--- src/rtl/timer_ctrl.sv ---
// Start/stop period timer with prescaler, one-shot or auto-reload, terminal tick and sticky irq.
// Latency: tick rises the cycle after the terminal advance; all outputs registered except busy.
// Backpressure: none; start/stop/irq_clr are single-cycle pulses, config is captured only on start.
module timer_ctrl #(
  parameter int N  = 8,
  parameter int PW = 4
) (
  input  logic          clock,
  input  logic          reset_n,
  input  logic          start,
  input  logic          stop,
  input  logic          periodic,
  input  logic [N-1:0]  period,
  input  logic [PW-1:0] prescale,
  input  logic          irq_clr,
  output logic [N-1:0]  cnt,
  output logic          busy,
  output logic          tick,
  output logic          irq,
  output logic [1:0]    state
);

  typedef enum logic [1:0] {
    ST_IDLE = 2'b00,
    ST_RUN  = 2'b01,
    ST_DONE = 2'b10
  } state_e;

  state_e        state_q, state_d;
  logic [N-1:0]  cnt_q, cnt_d;
  logic [PW-1:0] pc_q, pc_d;
  logic [N-1:0]  period_q, period_d;
  logic [PW-1:0] prescale_q, prescale_d;
  logic          periodic_q, periodic_d;
  logic          tick_q, tick_d;
  logic          irq_q, irq_d;

  // Next-state: stop beats start, start beats counting; only RUN advances the count.
  always_comb begin
    state_d    = state_q;
    cnt_d      = cnt_q;
    pc_d       = pc_q;
    period_d   = period_q;
    prescale_d = prescale_q;
    periodic_d = periodic_q;
    tick_d     = 1'b0;

    if (stop) begin
      state_d = ST_IDLE;
      pc_d    = '0;
    end else if (start) begin
      state_d    = ST_RUN;
      cnt_d      = '0;
      pc_d       = '0;
      period_d   = period;
      prescale_d = prescale;
      periodic_d = periodic;
    end else if (state_q == ST_RUN) begin
      if (pc_q != prescale_q) begin
        pc_d = pc_q + 1'b1;
      end else begin
        // Prescaler wrapped: this edge is an advance of the main count.
        pc_d = '0;
        if (cnt_q != period_q) begin
          cnt_d = cnt_q + 1'b1;
        end else begin
          tick_d = 1'b1;
          if (periodic_q) begin
            cnt_d = '0;
          end else begin
            state_d = ST_DONE;
          end
        end
      end
    end

    // The irq set term covers both the terminal edge and the cycle tick is
    // visible, so a clear that coincides with a visible tick still loses.
    irq_d = tick_d | tick_q | (irq_q & ~irq_clr);
  end

  // State and datapath registers; reset aborts any run without emitting a tick.
  always_ff @(posedge clock or negedge reset_n) begin
    if (!reset_n) begin
      state_q    <= ST_IDLE;
      cnt_q      <= '0;
      pc_q       <= '0;
      period_q   <= '0;
      prescale_q <= '0;
      periodic_q <= 1'b0;
      tick_q     <= 1'b0;
      irq_q      <= 1'b0;
    end else begin
      state_q    <= state_d;
      cnt_q      <= cnt_d;
      pc_q       <= pc_d;
      period_q   <= period_d;
      prescale_q <= prescale_d;
      periodic_q <= periodic_d;
      tick_q     <= tick_d;
      irq_q      <= irq_d;
    end
  end

  assign cnt   = cnt_q;
  assign tick  = tick_q;
  assign irq   = irq_q;
  assign state = state_q;
  assign busy  = (state_q == ST_RUN);

endmodule

--- config.mk ---
export PLATFORM = sky130hd
export DESIGN_NAME = timer_ctrl
export DESIGN_NICKNAME = d
export VERILOG_FILES = /design/src/rtl/timer_ctrl.sv
export SDC_FILE = /design/constraint.sdc
export NUM_CORES = 1
export LEC_CHECK = 0
export ABC_AREA = 1
export CAP_MARGIN = 20
export CORE_ASPECT_RATIO = 1.2
export CORE_MARGIN = 3
export CORE_UTILIZATION = 41
export DETAILED_ROUTE_END_ITERATION = 7
export HOLD_SLACK_MARGIN = 0.06
export PLACE_DENSITY = 0.65
export SYNTH_ARGS = -nofsm -noshare
export SYNTH_HDL_FRONTEND = slang
export SYNTH_SLANG_ARGS = --single-unit
--- constraint.sdc ---
create_clock -name clock -period 3.8 [get_ports clock]
set_input_delay 0.76 -clock clock [delete_from_list [all_inputs] [get_ports clock]]
set_output_delay 0.76 -clock clock [all_outputs]
set_load 0.005 [all_outputs]
Word level (Yosys, flattened, before mapping)
Index checks and enable logic that the tools add are counted.
Operators by class
  add/subtract/negate cells: 2
  multiply operators: 0
  divide/modulo/power cells: 0
  magnitude comparators: 0
  equality and inequality tests: 7
  shift-type cells: 0
  mux-type cells: 20
  bitwise logic cells: 5
  reduce and logical (&&, ||, !) cells: 6
Operators with widths (number)
  $mux 8: 5
  $mux 4: 4
  $mux 2: 6
  $ne 3x3->1 const B: 3
  $add 8x1->8 const B: 1
  $ne 8x8->1: 1
  $reduce_and 4->1: 2
  $reduce_bool 3->1: 2
  $mux 1: 5
  $add 4x1->4 const B: 1
  $ne 4x4->1: 1
  $eq 2x1->1 const B: 1
  $ne 2x2->1 const B: 1
  $not 1->1: 2
  $or 1x1->1: 2
  $reduce_and 2->1: 1
  $reduce_bool 2->1: 1
  $and 1x1->1: 1
Storage, ports and cells
  register bits after elaboration: 29
  bits in latches: 0
  memory bits (writable): 0
  ROM bits: 0
  input port bits: 18
  output and inout port bits: 13
  logic and storage cells: 48
  memories: 0

Logic depth before layout (Yosys ltp)
Gate-level depths: netlist (run 1).
  depth in word-level cells: 8
  mapped depth: 12
  mapped depth without buffers: 11

Least setup slack after synthesis (run 1)
No wires, ideal clock.
  path type: in2reg
  from: input port start
  to: register cnt_q[2], in the netlist cnt[2]
  library setup time: 0.116 ns
  arrival time: 1.380 ns
  data required time: 3.684 ns
  path slack: 2.304 ns
  stages: 8
  buffers on the path: 0
  path through: inv_2 -> nor2_4 -> nor2_1 -> nand3_2 -> nand2_4 -> inv_4 -> nand2_1 -> nand2_1
Between the ends
  cells in the longest elaborated chain, start to end: 2
  elaborated cells between the ends (all ways): 5
  classes of those cells: eq/ne (1); mux (1); reduce/logical (3)
RTL lines
  start: declaration: line 10  | input logic start,
  $ne 2x2->1 (no source line) (tied with other cells)
  $reduce_and 4->1 (no source line)
  end signal: assignment: line 95  | cnt_q <= cnt_d;
  end: declaration: line 30  | logic [N-1:0] cnt_q, cnt_d;
Several ways; a longest one is shown, not always the timed one.
A chain may end at the register's enable or synchronous reset.

Final worst setup path (run 1)
  from: register cnt_q[3], in the netlist cnt[3]
  to: output port cnt[3]
RTL lines
  end: declaration: line 16  | output logic [N-1:0] cnt,
No word-level cell between the ends.

==> impl_metrics.json, run 1 <==
{
  "grt_usage": 0.1682,
  "fin_crit_ns": 2.246,
  "power_per_cell_area_nw_per_um2": 355.4,
  "cap_violations": 0,
  "rsz0062_at_grt": "no",
  "cts_tree": "yes",
  "dpl.cell_count": 320,
  "flow.area_growth_from_synthesis_pct": 24.46,
  "yosys-top-cells-area": "dfrtp_1, nand2_1, inv_1, nor2_1, o21ai_0",
  "vdd.ir_drop.worst_mv": 0.1993,
  "root_buffer": "clkbuf_8",
  "dieArea_um2": 5063,
  "slowest_stage": "dfrtp_1",
  "setup_violations": 0,
  "numCtsBuffers": 5,
  "start_util": 0.4344,
  "critPathBufInv": 1,
  "htree_levels": 2,
  "syn_area_per_cell_um2": 7.307,
  "synthCells": 238,
  "cts.sink_count": 29,
  "grt_pass1_wl_mm": 6.534,
  "p_int_uw": 534.6,
  "antenna_left": 0,
  "cts_setup_buffers": 0,
  "worstPathArrival_ns": 1.49,
  "switching_share": 0.3051,
  "dr_total_vias": 1501,
  "antenna_cells": 0,
  "slew_violations": 0,
  "clk_path_buf_depth": 2,
  "worst-slew-pin-transition_ns": 0.4434,
  "maxSlewHeadroom": 0.7044,
  "via_per_inst": 4.604,
  "p_sw_uw": 234.7,
  "synth_nets": 258,
  "rows": 25,
  "yosys_register_bits": 29,
  "ios": 31,
  "drc": 0,
  "final_hold_viol_count": 0,
  "yosysWarnings": 0,
  "path_delay_family": "flip-flops",
  "clk_pin_slew_ns": 0.06,
  "place.gp.congestion": 0.8145,
  "skew_ns": 0.005974,
  "drtIter0Drc": 57,
  "num-nets-final": 293,
  "drive_gt1_frac": 0.1471,
  "setup.worst_path.class": "register to primary output",
  "yosysTopAreaCellShare": 0.4173,
  "finalCoreUtilization": 0.5406,
  "fmax_mhz": 445.1,
  "status": "completed",
  "ys_seq_area_frac": 0.4173,
  "worstSetupEndpointType": "primary output",
  "critPathMaxStageDelay_ns": 0.61,
  "antenna_found_initial": 0,
  "p_clk_frac": 0.298,
  "wirelength_mm": 3.593,
  "total_power_uw": 769.3,
  "cp-start-kind": "register",
  "first_pass_iters": 4,
  "worstHoldPathType": "register to register",
  "combPwrFrac": 0.229,
  "core-area_um2": 4004,
  "ys_types": 27,
  "crit_chain": "clkdlybuf4s50_1",
  "die_w_um": 65.46,
  "syn_area_um2": 1739,
  "yosys.area.top_type": "dfrtp_1",
  "hold_buffers": 0,
  "ctsResizeCount": 0,
  "cp_max_fo": 10,
  "stdcell_count": 326,
  "seqPwrFrac": 0.473,
  "crit_required_ns": 3.04,
  "overflow": 0,
  "fin_crit_sh": 0.5912,
  "worst_skew_pair.late_latency_ns": 0.28,
  "dp_hpwl_mm": 2.750,
  "wl_per_cell_um": 11.02,
  "grt_pass1_vias": 1458,
  "portBuffers": 30,
  "die_h_um": 77.35,
  "grt_max_degree": 30,
  "setup_tns_ns": 0,
  "p_leak_uw": 0.001079
}
placed cells by master, fill, tap and decap left out, drive strengths merged, types with 2 or more instances in the layout:
master / count
buf: 2
inv: 38
nand3: 11
nor2: 24
xnor2: 4
clkbuf: 5
nor3: 2
clkdlybuf4s50: 30
xor2: 5
o21ai: 14
dfrtp: 29
clkinv: 2
a21oi: 2
nand2: 98
ha: 2
nand4: 3
logic make-up (layout without fill, tap and decap cells):
kind of cell | after synthesis | in the layout | share of synthesized area
adder cells (fa/ha/maj) | 2 | 2 | 0.01439
flip-flops | 29 | 29 | 0.4173
AND/OR/NAND/NOR | 138 | 138 | 0.3655
AO/OA/AOI/OAI | 17 | 17 | 0.04964
buffers and inverters | 43 | 77 | 0.1036
XOR/XNOR | 9 | 9 | 0.04964
metrics by stage:
| step | setup slack, ns | area (um2) | hold WS, ns |
|---|---|---|---|
| after CTS | 1.545 | 2165 | 0.4757 |
| after floorplan | 2.304 | 1739 | 0.4613 |
| after global placement | 1.557 | 2091 | 0.4581 |
| after detailed placement | 1.480 | 2091 | 0.4615 |
| after global routing | 1.500 | 2165 | 0.5302 |
| final | 1.554 | 2165 | 0.4657 |
path summary, 6_finish.rpt:
| path | startpoint | end | slack (ns) | cells after the start |
|---|---|---|---|---|
| setup reg to reg | cnt[3]$_DFFE_PN0P_ | cnt[6]$_DFFE_PN0P_ | 2.30 | 8 |
| min in group asynchronous | reset_n | cnt[0]$_DFFE_PN0P_ | 0.86 | 2 |
| max in group asynchronous | reset_n | state[0]$_DFFE_PN0P_ | 2.67 | 2 |
| hold / removal | tick$_DFF_PN0_ | irq$_DFF_PN0_ | 0.47 | 2 |
| setup / recovery | cnt[3]$_DFFE_PN0P_ | cnt[3] | 1.55 | 1 |
| hold reg to reg | tick$_DFF_PN0_ | irq$_DFF_PN0_ | 0.47 | 2 |
flip-flops by register name, summed over array words and instances (netlist names):
name	flops
state	2
prescale_q	4
pc_q	4
periodic_q	1
period_q	8
tick	1
irq	1
cnt	8
metal layers:
layer	wire length, um	share of wire	up-vias	track usage
met4	89	0.025	0	0.08091
met1	1514	0.42	675	0.1987
li1	-	-	788	-
met3	163	0.045	8	0.03763
met2	1825	0.51	30	0.2837
met5	0	0	-	0
area by class of cell:
| cell class | instances | area, um2 |
|---|---|---|
| clock inverters | 1 | 5.005 |
| well taps | 54 | 67.56 |
| multi-input cells | 166 | 833.3 |
| repair buffers | 32 | 315.3 |
| flip-flops and latches | 29 | 725.7 |
| clock buffers | 5 | 68.82 |
| fillers | 432 | 1839 |
| inverters | 39 | 148.9 |
cells in the mapped netlist, drive strengths merged:
| cell | instances |
|---|---|
| a21oi | 2 |
| buf | 3 |
| clkbuf | 1 |
| clkinv | 1 |
| dfrtp | 29 |
| ha | 2 |
| inv | 38 |
| nand2 | 98 |
| nand3 | 11 |
| nand4 | 3 |
| nor2 | 24 |
| nor3 | 2 |
| o21ai | 14 |
| o22ai | 1 |
| xnor2 | 4 |
| xor2 | 5 |
power by group through the flow:
| stage | clock network [uW] | logic (uW) | registers, uW |
|---|---|---|---|
| final | 229 | 176 | 364 |
| after floorplan | 0 | 122 | 360 |
| after CTS | 238 | 180 | 364 |
| after global routing | 248 | 201 | 368 |
| after global placement | 0 | 178 | 369 |
| after detailed placement | 0 | 178 | 370 |
(Power assumes the default switching activity.)
==> inputs of run 2 (changes only) <==
Settings changed: PLACE_DENSITY 0.65 to 0.67.
Clock period 3.8 ns to 1.9 ns, I/O delays scaled along.
==> run 2 against run 1 <==
Net effect:
- combinational power rose by 100%
- largest cell class unchanged
- worst setup slack got worse by 1.5 ns
- sequential power rose by 99%
- cell area rose by 0.75%
- count of clock-buffer cells in the layout rose by 1
- critical path type unchanged
- via count fell by 2.1%
- largest power group unchanged
- critical path depth did not move
- non-clock buffer count rose by 1
- utilization rose by 0.41 points
==> impl_metrics.json, run 2 (synthesis results as in run 1) <==
{
  "status": "completed",
  "clk_path_buf_depth": 2,
  "crit_chain": "clkdlybuf4s50_1",
  "setup.worst_path.class": "register to primary output",
  "final_hold_viol_count": 0,
  "critPathBufInv": 1,
  "flow.area_growth_from_synthesis_pct": 25.40,
  "worst_skew_pair.late_latency_ns": 0.28,
  "rows": 25,
  "slowest_stage": "dfrtp_1",
  "clk_pin_slew_ns": 0.06,
  "fin_crit_sh": 0.9575,
  "cp-endpoint": "cnt[3]",
  "crit_required_ns": 1.52,
  "place.gp.congestion": 0.8461,
  "cap_violations": 0,
  "grt_max_degree": 30,
  "seqCellArea_um2": 725.7,
  "antenna_found_initial": 0,
  "finalCoreUtilization": 0.5447,
  "grt_pass1_wl_mm": 6.196,
  "cp.depth": 1,
  "r2r-start": "cnt[0]$_DFFE_PN0P_",
  "rrSetupSlack_ns": 0.46,
  "wirelength_mm": 3.430,
  "die_w_um": 65.46,
  "grt_usage": 0.1589,
  "fmax_mhz": 549.7,
  "drt-met1-wl_mm": 1.589,
  "root_buffer": "clkbuf_8",
  "fin_crit_ns": 1.819,
  "r2r_cells": 10,
  "drc": 0,
  "dp_hpwl_mm": 2.637,
  "skew_ns": 0.005997,
  "multi_input_area_um2": 833.3,
  "portBuffers": 30,
  "slew_violations": 0,
  "cts_setup_buffers": 0,
  "timing.rr.end": "cnt[3]$_DFFE_PN0P_",
  "wl_per_cell_um": 10.43,
  "ios": 31,
  "worstPathArrival_ns": 1.44,
  "num-nets-final": 294,
  "first_pass_iters": 6,
  "path_delay_family": "flip-flops",
  "core-area_um2": 4004,
  "critPathMaxStageDelay_ns": 0.58,
  "worst-slew-pin-transition_ns": 0.3957,
  "grt_pass1_vias": 1385,
  "rsz0062_at_grt": "no",
  "drive_gt1_frac": 0.1527,
  "maxSlewHeadroom": 0.7362,
  "ctsResizeCount": 0,
  "drtIter0Drc": 52,
  "hold_ws_ns": 0.4660,
  "dieArea_um2": 5063,
  "crit_path_start": "cnt[3]$_DFFE_PN0P_",
  "start_util": 0.4344,
  "die_h_um": 77.35,
  "vdd.ir_drop.worst_mv": 0.3886,
  "routed.top_layer": "met4",
  "power_per_cell_area_nw_per_um2": 721.9,
  "final_cell_mix": "nand2_1, clkdlybuf4s50_1, dfrtp_1",
  "via_per_inst": 4.468,
  "cts.sink_count": 29,
  "cts_tree": "yes",
  "cp_max_fo": 10,
  "setup_violations": 0,
  "antenna_left": 0,
  "htree_levels": 2,
  "worstHoldPathType": "input pin to async pin",
  "cp-start-kind": "register",
  "hold_buffers": 0,
  "worstSetupEndpointType": "primary output",
  "nFillCells": 419,
  "setup_tns_ns": 0,
  "dr_total_vias": 1470,
  "antenna_cells": 0,
  "numCtsBuffers": 5,
  "overflow": 0,
  "p_leak_uw": 0.001090,
  "route.met2.wl_mm": 1.700,
  "wl_met3_um": 98,
  "mostFrequentLayoutCell": "nand2_1"
}
==> run 2: cell count changes in the layout (fill, tap and decap cells not counted), sizes merged <==
| cell | previous run | this run |
|---|---|---|
| clkbuf | 5 | 6 |
| clkinv | 2 | 3 |
| buf | 2 | 3 |
==> run 2: routing by layer <==
| layer | track usage | vias to the layer above |
|---|---|---|
| met5 | 0 | - |
| met4 | 0.07884 | 0 |
| met3 | 0.03039 | 4 |
| met2 | 0.2523 | 21 |
| met1 | 0.2047 | 658 |
| li1 | - | 787 |
==> run 2: metrics by stage <==
step / worst slack (ns) / cells / power (uW) / cell area [um2]
after floorplan: 0.6157 / 238 / 964.5 / 1739
after global placement: 0.2035 / 321 / 1095 / 2098
after detailed placement: 0.1382 / 321 / 1097 / 2098
after CTS: 0.07287 / 329 / 1597 / 2181
after global routing: 0.01058 / 329 / 1688 / 2181
final: 0.08074 / 329 / 1574 / 2181
==> run 2: worst min-delay path by stage <==
stage | endpoint | cells past startpoint | slack, ns | start
floorplan | cnt[0]$_DFFE_PN0P_ | 0 | 0.08 | reset_n
global placement | irq$_DFF_PN0_ | 2 | 0.45 | tick$_DFF_PN0_
detailed placement | irq$_DFF_PN0_ | 2 | 0.45 | tick$_DFF_PN0_
CTS | irq$_DFF_PN0_ | 2 | 0.47 | tick$_DFF_PN0_
global route | irq$_DFF_PN0_ | 2 | 0.52 | tick$_DFF_PN0_
finish | period_q[5]$_DFFE_PN0P_ | 2 | 0.47 | reset_n
==> run 2: power by group <==
group          switching [uW]  total, uW  internal, uW
Sequential               55.8        726           670
Clock                     238        492           253
Combinational             196        357           161
Total                     490       1570          1080
==> run 2: area by class of cell <==
cell class                      instances  area share
Clock buffer                            6     0.03328
Clock inverter                          2    0.004590
Inverter                               39     0.06827
Multi-Input combinational cell        166      0.3821
Sequential cell                        29      0.3328
Tap cell                               54     0.03098
Timing Repair Buffer                   33      0.1480
==> inputs of run 3 (changes only) <==
Settings changed: PLACE_DENSITY 0.67 to 0.65.
Clock period 1.9 ns to 2.05 ns, I/O delays scaled along.
==> run 3 against run 2 <==
Net effect:
- cell count stayed put
- worst setup slack improved by 0.11 ns
- largest cell class unchanged
- combinational power decreased by 7.0%
- sequential cell count unchanged
- count of clock-buffer cells in the layout stayed put
- utilization unchanged
- clock power decreased by 8.3%
- clock skew down 0.0011 ns
- first-iteration DRC count increased by 130%
- critical path type unchanged
- sequential power fell by 7.3%
==> impl_metrics.json, run 3 (synthesis results as in run 1) <==
{
  "status": "completed",
  "antenna_found_initial": 0,
  "first_pass_iters": 4,
  "cp.depth": 1,
  "htree_levels": 2,
  "dp_hpwl_mm": 2.701,
  "path_delay_family": "flip-flops",
  "fin_crit_ns": 1.859,
  "worstPathArrival_ns": 1.45,
  "setup.worst_path.class": "register to primary output",
  "drive_gt1_frac": 0.1527,
  "finalCoreUtilization": 0.5447,
  "slowest_stage": "dfrtp_1",
  "critPathMaxStageDelay_ns": 0.59,
  "total_power_uw": 1456,
  "power_per_cell_area_nw_per_um2": 667.4,
  "fin_crit_sh": 0.9069,
  "grt_pass1_wl_mm": 6.168,
  "slew_violations": 0,
  "num-nets-final": 294,
  "numCtsBuffers": 5,
  "drtIter0Drc": 122,
  "skew_ns": 0.004930,
  "clk_path_buf_depth": 2,
  "wl_per_cell_um": 10.70,
  "ios": 31,
  "p_leak_uw": 0.001090,
  "cp_max_fo": 10,
  "flow.area_growth_from_synthesis_pct": 25.40,
  "worstSetupEndpointType": "primary output",
  "start_util": 0.4344,
  "antenna_left": 0,
  "stdcell_count": 329,
  "worstHoldPathType": "register to register",
  "cts.sink_count": 29,
  "worst_skew_pair.late_latency_ns": 0.28,
  "crit_required_ns": 1.64,
  "hold_depth": 2,
  "final_hold_viol_count": 0,
  "core-area_um2": 4004,
  "cts_setup_buffers": 0,
  "dr_total_vias": 1469,
  "worst-slew-pin-transition_ns": 0.4024,
  "rows": 25,
  "die_h_um": 77.35,
  "cts_tree": "yes",
  "setup_violations": 0,
  "cap_violations": 0,
  "maxSlewHeadroom": 0.7317,
  "cp-start-kind": "register",
  "grt_usage": 0.1567,
  "final_cell_mix": "nand2_1, clkdlybuf4s50_1, dfrtp_1",
  "hold_buffers": 0,
  "mostFrequentLayoutCell": "nand2_1",
  "wirelength_mm": 3.520,
  "vdd.ir_drop.worst_mv": 0.3381,
  "setup_tns_ns": 0,
  "place.gp.congestion": 0.7650,
  "grt_max_degree": 30,
  "via_per_inst": 4.465,
  "overflow": 0,
  "antenna_cells": 0,
  "hold_ws_ns": 0.4636,
  "rsz0062_at_grt": "no",
  "die_w_um": 65.46,
  "root_buffer": "clkbuf_8",
  "rrSetupSlack_ns": 0.59,
  "r2r_cells": 10,
  "drc": 0,
  "dieArea_um2": 5063,
  "ctsResizeCount": 0,
  "portBuffers": 30,
  "critPathBufInv": 1,
  "grt_pass1_vias": 1388,
  "fmax_mhz": 537.9,
  "dpl.cell_count": 321,
  "crit_chain": "clkdlybuf4s50_1",
  "clk_pin_slew_ns": 0.06
}
run 3: cell counts in the layout (fill, tap and decap cells not counted):
No cell type changed its count.
run 3: cell type report:
class                           count  area (um2)
Multi-Input combinational cell    166       833.3
Clock buffer                        6       72.57
Timing Repair Buffer               33       322.8
Clock inverter                      2       10.01
Tap cell                           54       67.56
Inverter                           39       148.9
Sequential cell                    29       725.7
Fill cell                         417        1823
run 3: worst paths after layout:
path,start,to
worst min-delay path,tick$_DFF_PN0_,irq$_DFF_PN0_
max in group asynchronous,reset_n,periodic_q$_DFFE_PN0P_
worst min register to register,tick$_DFF_PN0_,irq$_DFF_PN0_
worst max-delay path,cnt[3]$_DFFE_PN0P_,cnt[3]
min in group asynchronous,reset_n,period_q[2]$_DFFE_PN0P_
worst max register to register,cnt[0]$_DFFE_PN0P_,cnt[2]$_DFFE_PN0P_
run 3: metal layers:
layer | vias up | GRT usage | share of wire
met3 | 8 | 0.03039 | 0.034
met2 | 22 | 0.2573 | 0.50
met5 | - | 0 | 0
met1 | 650 | 0.1998 | 0.44
li1 | 789 | - | -
met4 | 0 | 0.06432 | 0.022
run 3: stage by stage:
| step | setup slack, ns | instance area [um2] |
|---|---|---|
| 3_3_place_gp | 0.3037 | 2098 |
| 2_1_floorplan | 0.7657 | 1739 |
| 4_1_cts | 0.1683 | 2181 |
| 5_1_grt | 0.1365 | 2181 |
| 6_report | 0.1909 | 2181 |
| 3_5_place_dp | 0.2737 | 2098 |
run 3: power by group:
part	internal (uW)	total (uW)	switching [uW]
Clock	235	451	216
Sequential	622	673	51.8
Combinational	148	332	183
